**config.mk**
```make
export PLATFORM = sky130hd
export DESIGN_NAME = hybrid_pwm_sd_multi
export DESIGN_NICKNAME = d
export VERILOG_FILES = /design/src/rtl/hybrid_pwm_sd_pkg.sv /design/src/rtl/hybrid_pwm_sd_multi_antipop.sv /design/src/rtl/hybrid_pwm_sd_multi.sv
export SDC_FILE = /design/constraint.sdc
export NUM_CORES = 1
export LEC_CHECK = 0
export CAP_MARGIN = 40
export CORE_AREA = 4 4 160 162
export DETAILED_ROUTE_END_ITERATION = 8
export DIE_AREA = 0 0 164 166
export RECOVER_POWER = 25
export SYNTH_ARGS = -nofsm -noshare
export SYNTH_HDL_FRONTEND = slang
export SYNTH_SLANG_ARGS = --single-unit
```
**constraint.sdc**
```tcl
create_clock -name clk -period 9 [get_ports clk]
set_input_delay 1.35 -clock clk [delete_from_list [all_inputs] [get_ports clk]]
set_output_delay 1.35 -clock clk [all_outputs]
set_load 0.02 [all_outputs]
```
**src/rtl/hybrid_pwm_sd_pkg.sv**
```systemverilog
// Shared widths, constants and parameter legality helpers for the hybrid
// PWM / sigma-delta DAC.
package hybrid_pwm_sd_pkg;

    // Threshold register width: one PWM count wide.
    function automatic int thr_width(input int pwm_bits);
        return pwm_bits;
    endfunction

    // Accumulator width: sample * (2^PWM_BITS-2) plus offsets fits in D+P bits.
    function automatic int acc_width(input int d_width, input int pwm_bits);
        return d_width + pwm_bits;
    endfunction

    // Half-LSB centring offset added on every accumulation.
    function automatic logic [63:0] centre_offset(input int d_width);
        return 64'(1) << (d_width - 1);
    endfunction

    // Fraction value restored by an accumulator dump.
    function automatic logic [63:0] dump_fraction(input int d_width);
        return 64'(1) << (d_width - 1);
    endfunction

    // Parameter legality, evaluated at elaboration by the top level.
    function automatic bit params_legal(input int channels, input int d_width,
                                        input int pwm_bits, input int ramp_bits,
                                        input int dump_bits);
        return (channels >= 1) && (pwm_bits >= 2) && (pwm_bits < 31) &&
               (channels <= (1 << pwm_bits) - 1) &&
               (ramp_bits >= 2) && (ramp_bits <= d_width) &&
               (d_width + pwm_bits <= 64) && (dump_bits >= 1);
    endfunction

endpackage

```
**src/rtl/hybrid_pwm_sd_multi_antipop.sv**
```systemverilog
// Anti-pop ramp: power-on ramp down from full scale to mid-scale, and a
// sticky terminate ramp back up to full scale. Steps once per dump pulse.
module pwm_sd_antipop #(
    parameter int RAMP_BITS = 14
) (
    input  logic                 clk,
    input  logic                 reset,
    input  logic                 terminate,
    input  logic                 step,
    output logic [RAMP_BITS-1:0] ramp_val,
    output logic                 init_done,
    output logic                 ramping
);
    localparam logic [RAMP_BITS-1:0] RAMP_HALF = RAMP_BITS'(1) << (RAMP_BITS - 1);
    localparam logic [RAMP_BITS-1:0] RAMP_FULL = '1;

    logic [RAMP_BITS-1:0] ramp_cnt;
    logic                 term_latch;

    // Ramp counter, in-use ramp value (one step behind the counter) and status.
    always_ff @(posedge clk) begin
        if (reset) begin
            ramp_cnt   <= RAMP_FULL;
            ramp_val   <= RAMP_FULL;
            init_done  <= 1'b0;
            ramping    <= 1'b1;
            term_latch <= 1'b0;
        end else if (terminate && init_done && !term_latch) begin
            term_latch <= 1'b1;
            ramping    <= 1'b1;
            ramp_cnt   <= RAMP_HALF;
            ramp_val   <= RAMP_HALF;
        end else begin
            if (step) begin
                if (term_latch) begin
                    ramp_val <= ramp_cnt;
                    if (ramp_cnt != RAMP_FULL)
                        ramp_cnt <= ramp_cnt + RAMP_BITS'(1);
                end else if (!init_done) begin
                    ramp_val <= ramp_cnt;
                    if (ramp_cnt != RAMP_HALF)
                        ramp_cnt <= ramp_cnt - RAMP_BITS'(1);
                end
            end
            if (!init_done && !term_latch && ramp_cnt == RAMP_HALF) begin
                init_done <= 1'b1;
                ramping   <= 1'b0;
            end
        end
    end

endmodule

```
**src/rtl/hybrid_pwm_sd_multi.sv**
```systemverilog
// N-channel hybrid PWM / first-order sigma-delta DAC with one shared,
// time-multiplexed multiplier. Thresholds computed during a frame are
// committed together at the next frame start.
module hybrid_pwm_sd_multi
    import hybrid_pwm_sd_pkg::*;
#(
    parameter int CHANNELS    = 2,
    parameter int D_WIDTH     = 16,
    parameter int PWM_BITS    = 5,
    parameter int RAMP_BITS   = 14,
    parameter int DUMP_BITS   = 8,
    parameter int DUMP_ENABLE = 1
) (
    input  logic                        clk,
    input  logic                        reset,
    input  logic                        terminate,
    input  logic [CHANNELS*D_WIDTH-1:0] d,
    output logic [CHANNELS-1:0]         q,
    output logic                        init_done,
    output logic                        ramping
);
    localparam int TW = thr_width(PWM_BITS);
    localparam int AW = acc_width(D_WIDTH, PWM_BITS);
    localparam logic [AW-1:0]       CENTRE    = AW'(centre_offset(D_WIDTH));
    localparam logic [D_WIDTH-1:0]  DUMP_FRAC = D_WIDTH'(dump_fraction(D_WIDTH));
    localparam logic [PWM_BITS-1:0] GAIN      = PWM_BITS'((1 << PWM_BITS) - 2);
    localparam logic [PWM_BITS-1:0] CH_LAST   = PWM_BITS'(CHANNELS);

    if (!params_legal(CHANNELS, D_WIDTH, PWM_BITS, RAMP_BITS, DUMP_BITS)) begin : g_bad_params
        $error("hybrid_pwm_sd_multi: illegal parameter combination");
    end

    logic [PWM_BITS-1:0]  cnt;
    logic [DUMP_BITS-1:0] frame_cnt;
    logic [TW-1:0]        thr      [CHANNELS];
    logic [TW-1:0]        thr_next [CHANNELS];
    logic [D_WIDTH-1:0]   frac     [CHANNELS];
    logic [RAMP_BITS-1:0] ramp_val;
    logic                 frame_start, step, dump, busy;
    logic [PWM_BITS-1:0]  chan;
    logic [D_WIDTH-1:0]   s_sel, frac_sel;
    logic [AW-1:0]        acc;

    assign frame_start = (cnt == '0);
    assign step        = frame_start && (frame_cnt == '0);
    assign dump        = step && (DUMP_ENABLE != 0);
    assign busy        = (cnt != '0) && (cnt <= CH_LAST);
    assign chan        = cnt - PWM_BITS'(1);

    pwm_sd_antipop #(.RAMP_BITS(RAMP_BITS)) u_antipop (
        .clk       (clk),
        .reset     (reset),
        .terminate (terminate),
        .step      (step),
        .ramp_val  (ramp_val),
        .init_done (init_done),
        .ramping   (ramping)
    );

    // Shared multiply-accumulate for the channel selected by the PWM count.
    always_comb begin
        s_sel    = '0;
        frac_sel = '0;
        for (int k = 0; k < CHANNELS; k++) begin
            if (chan == PWM_BITS'(k)) begin
                s_sel    = d[k*D_WIDTH +: D_WIDTH];
                frac_sel = frac[k];
            end
        end
        if (ramping)
            s_sel = D_WIDTH'(ramp_val) << (D_WIDTH - RAMP_BITS);
        acc = AW'(s_sel) * AW'(GAIN) + CENTRE + AW'(frac_sel);
    end

    // PWM counter, comparators, frame sequencing and per-channel state.
    always_ff @(posedge clk) begin
        if (reset) begin
            cnt       <= '0;
            frame_cnt <= '0;
            q         <= '0;
            for (int k = 0; k < CHANNELS; k++) begin
                thr[k]      <= '0;
                thr_next[k] <= '0;
                frac[k]     <= DUMP_FRAC;
            end
        end else begin
            cnt <= cnt + PWM_BITS'(1);
            for (int k = 0; k < CHANNELS; k++)
                q[k] <= (cnt < thr[k]);
            if (frame_start) begin
                frame_cnt <= frame_cnt + DUMP_BITS'(1);
                for (int k = 0; k < CHANNELS; k++) begin
                    thr[k] <= thr_next[k];
                    if (dump)
                        frac[k] <= DUMP_FRAC;
                end
            end
            if (busy) begin
                for (int k = 0; k < CHANNELS; k++) begin
                    if (chan == PWM_BITS'(k)) begin
                        thr_next[k] <= acc[AW-1:D_WIDTH];
                        frac[k]     <= acc[D_WIDTH-1:0];
                    end
                end
            end
        end
    end

endmodule

```
=== Word-level counts from Yosys, hierarchy flattened ===
Memories as Yosys holds them, arrays and structs flattened.
Index checks and enable logic that the tools add are counted.

* $add $sub $neg: 7
* Multipliers: 1
* Order comparisons: 3
* Equal/unequal tests: 8
* Mux-type cells: 40
* Bitwise gates (word level): 9
* Reduce and logical (&&, ||, !) cells: 21

{| class="wikitable"
|+ Operator list
! cell !! number
|-
| $mux W16 || 9
|-
| $mux W14 || 6
|-
| $mux W13 || 4
|-
| $ne A14 B14 Y1 const B || 2
|-
| $add A21 B16 Y21 || 1
|-
| $add A21 B16 Y21 const B || 1
|-
| $mul A16 B4 Y20 const B || 1
|-
| $mux W5 || 4
|-
| $mux W1 || 17
|-
| $add A14 B1 Y14 const B || 1
|-
| $eq A14 B14 Y1 const B || 1
|-
| $sub A14 B1 Y14 const B || 1
|-
| $logic_not A5 Y1 || 2
|-
| $lt A5 B5 Y1 || 2
|-
| $add A8 B1 Y8 const B || 1
|-
| $logic_not A8 Y1 || 1
|-
| $or A1 B1 Y1 || 8
|-
| $reduce_and A4 Y1 || 2
|-
| $logic_and A1 B1 Y1 || 6
|-
| $ne A3 B3 Y1 const B || 2
|-
| $reduce_and A2 Y1 || 3
|-
| $add A5 B1 Y5 const B || 1
|-
| $eq A5 B1 Y1 const B || 1
|-
| $le A5 B2 Y1 const B || 1
|-
| 8 further kinds || 11
|}

* Register bits: 46
* Bits in writable memories: 52
* Input port bits: 35
* Output and inout port bits: 4
* Memories kept: 3

{| class="wikitable"
|+ Memory list
! memory !! depth !! width !! rd ports !! clocked after Yosys merged registers in !! write ports !! line !! source
|-
| frac || 2 || 16 || 2 || 0 || 2 || hybrid_pwm_sd_multi.sv:37 || <nowiki>logic [D_WIDTH-1:0] frac [CHANNELS];</nowiki>
|-
| thr || 2 || 5 || 2 || 0 || 2 || hybrid_pwm_sd_multi.sv:35 || <nowiki>logic [TW-1:0] thr [CHANNELS];</nowiki>
|-
| thr_next || 2 || 5 || 2 || 0 || 2 || hybrid_pwm_sd_multi.sv:36 || <nowiki>logic [TW-1:0] thr_next [CHANNELS];</nowiki>
|}

=== Logic depth before layout (Yosys ltp) ===
* Depth in word-level cells: 9
* Depth in mapped cells: 32
* Gate-level depth less buffers: 31

=== Hierarchy ===
Synthesis repeated with hierarchy kept, for this count alone.

* Cells, all modules: 742
* Area, all modules: 7393.3 um2

{| class="wikitable"
|+ By module, submodules not included
! module !! times used !! cells each !! area an instance (um2)
|-
| hybrid_pwm_sd_multi || 1 || 573 || 5760.5
|-
| pwm_sd_antipop || 1 || 169 || 1632.8
|}

=== Least setup slack after synthesis ===
Ideal clock, no wire load.

* Kind: register -> register
* Start point: register cnt[1]
* End point: memory thr_next[0][4] (netlist bit) (data pin)
* Arrival time: 6.582 ns
* Path slack: 2.261 ns
* Stages on the path, launching flop included: 30
* Period minus slack after synthesis: 6.739 ns
* Path through: dfxtp_1 -> inv_1 -> ha_1 -> and3b_1 -> a31o_1 -> and3_1 -> clkbuf_1 -> clkbuf_1 -> clkbuf_1 -> a22oi_1 -> nor2_1 -> a21oi_1 -> fa_1 -> fa_1 -> inv_1 -> ha_1 -> a21o_1 -> a221o_1 -> a31oi_1 -> nand2b_1 -> nor2b_1 -> xnor2_1 -> ha_1 -> ha_1 -> o21a_1 -> o31ai_1 -> a21oi_2 -> o21ai_2 -> or4_1 -> a21oi_1

{| class="wikitable"
|+ RTL lines
! item !! line !! source
|-
| start, declared || hybrid_pwm_sd_multi.sv:33 || <nowiki>logic [PWM_BITS-1:0] cnt;</nowiki>
|-
| start signal, assigned || hybrid_pwm_sd_multi.sv:87 || <nowiki>cnt <= cnt + PWM_BITS'(1);</nowiki>
|-
| end, declared || hybrid_pwm_sd_multi.sv:36 ||
|}

==> metrics.cfg <==
[sta]
hold-worst-slack_ns=0.484
setup_ws_ns=1.52
tightest_slew_ns=1.30
drv_slew=0
period_share_pct=83.1
rsz0062_at_grt=false
relSlewSlack_pct=13.2
max_freq_mhz=134
hold_viol=0
fin_skew_ns=0.00991
tns_ns=0
setup_viol_count_final=0
fin_crit_ns=7.48

[pwr]
p_clk_share_pct=14.0
p_seq_share_pct=20.0
leakage_uw=0.00349
power_frac_comb_pct=66.0
powerDensity_mw_per_mm2=344
internal-power_uw=1600
irDropWorstVdd_uv=158
power.switching_uw=1250
swShare_pct=44.0

[setup_path]
crit_top_cell=ha_1
critPathMaxFanout=18
cp-end-kind=flop
start_kind=flop
max_stage_delay_ns=0.72
crit_required_ns=9.09
worst_ep_arrival_time_ns=7.57
cp_slowest_cell=nor2_2
path_class=flop to flop

[routing]
post_drt_wl_per_cell_um=13.5
postRouteAntennaNets=0
drt_pre_antenna_iters=4
topRoutingLayerUsed=met4
first_iter_violations=276
via_per_inst=4.89
drc=0
met2_length_um=6700
wl_met3_um=603
vias=5506
wirelength_um=15200
wl_met1_um=7600

[logic_synthesis]
synth_top_area_share_pct=20.8
avgSynthCellArea_um2=9.41
synth_area_leaders=edfxtp_1 (21%), ha_1 (14%), dfxtp_1 (13%)
synth_fp_nets=908
synth-seq-cells=96
synth-async-reset-ratio_pct=0
yosys-top-cells-count=ha_1 (81), inv_1 (64), nor2_1 (61)
ys_seq_area_share_pct=33.6
synth_edf_count=50
synth_largest_area_cell=edfxtp_1
synth_area_mm2=0.00721
ys.flop_type=edfxtp_1
synthCells=766
ys_types=63
yosysWarnings=0
yosysMostFrequentCell=ha_1

[global_route]
track_usage_pct=11.8
overflow=0
grt_pass1_vias=5521
grt_max_degree=35
antenna_found_initial=0
grt_pass1_wl_um=26500

[floorplan]
fp.dieH_um=166
num_io_pins=39
dieArea_mm2=0.0272
rows=57
start_util_pct=29.9
dieWidth_um=164
core_region_area_mm2=0.0241

[finish]
diodes=0
drive_gt1_share_pct=5.61
nNetsFinal=939
area_growth_pct=15.1

[placed_design]
hpwlAfterDp_um=11600
routabilityCongestion=0.763
port_buffers=38
post-place-ws_ns=1.56

[clock_network]
root_buffer=clkbuf_16
clk_pin_slew_ns=0.07
cts_buffer_depth=2
cts.sinks=96
cts_setup_buffers=0
cts.repair.resized=0
cts_tree=yes
postCtsHoldBufs=0
cts_buffers=9
clk_latency_ns=0.35
htree_levels=3

[status]
outcome=finished, final reports clean

[job]
drv_cap=0

[hold_path]
hold_class=flop to flop

## worst max-delay path, delay by kind of cell, from the launching register on
family / cells / cell delay, ns
adder cells (fa/ha/maj): 6 / 2.17
AO/OA/AOI/OAI: 10 / 2.13
AND/OR/NAND/NOR: 9 / 1.99
flip-flops: 1 / 0.49
XOR/XNOR: 2 / 0.25
buffers and inverters: 2 / 0.19
## layout by cell type (no fill, tap or decap), drive strengths merged, types with 19 or more instances in the layout
cell type	instances
xnor2	28
nand2	60
o21ai	30
ha	81
clkdlybuf4s50	37
a21oi	35
xor2	19
inv	74
edfxtp	50
fa	26
dfxtp	46
nor2	61
## stage by stage
step / cell area, um2 / instances / power, uW / utilization (%)
after floorplan: 7210 / 766 / 2130 / -
after global placement: 7960 / 1108 / 2460 / 33.0
after detailed placement: 8020 / 1110 / 2480 / 33.3
after CTS: 8320 / 1126 / 2890 / 34.5
after global routing: 8290 / 1126 / 3210 / 34.4
final: 8290 / 1126 / 2850 / 34.4
## area by class of cell
cell class | count | area (um2)
Tap cell | 324 | 405
Fill cell | 2519 | 15800
Clock inverter | 5 | 60.1
Clock buffer | 11 | 244
Inverter | 70 | 263
Multi-Input combinational cell | 571 | 4420
Timing Repair Buffer | 49 | 475
Sequential cell | 96 | 2420
## registers in the layout, indices dropped and copies added (netlist names)
name and count:
cnt 5, u_antipop.ramp_val 14, frac 30, thr_next 10
thr 10, u_antipop.term_latch 1, q 2, u_antipop.ramp_cnt 14
u_antipop.ramping 1, frame_cnt 8, u_antipop.init_done 1
## cells by family (layout without fill, tap and decap cells)
| group | after synthesis | in the layout | synth area share, % |
|---|---|---|---|
| buffers and inverters | 99 | 135 | 5.19 |
| AO/OA/AOI/OAI | 191 | 191 | 18.4 |
| XOR/XNOR | 47 | 47 | 5.71 |
| adder cells (fa/ha/maj) | 107 | 107 | 21.3 |
| flip-flops | 96 | 96 | 33.6 |
| AND/OR/NAND/NOR | 222 | 222 | 15.3 |
| multiplexers | 4 | 4 | 0.573 |
## power groups by stage
stage / clock, uW / sequential, uW / combinational (uW)
6_report: 399 / 569 / 1880
5_1_grt: 429 / 576 / 2200
4_1_cts: 409 / 569 / 1910
3_5_place_dp: 0 / 579 / 1900
3_3_place_gp: 0 / 577 / 1880
2_1_floorplan: 0 / 568 / 1560
## final timing paths
check | from | to | slack (ns) | cells after the start
max | cnt[1] | thr_next[0][7] | 1.52 | 29
min | u_antipop.ramp_val[5] | u_antipop.ramp_val[5] | 0.48 | 2
max reg2reg | cnt[1] | thr_next[0][7] | 1.52 | 29
min reg2reg | u_antipop.ramp_val[5] | u_antipop.ramp_val[5] | 0.48 | 2
## layer usage
metal	vias to the layer above	track usage, %
met4	0	3.79
met1	2598	16.2
met3	18	2.43
li1	2815	-
met2	75	18.7
met5	-	0
(Power assumes the default switching activity.)
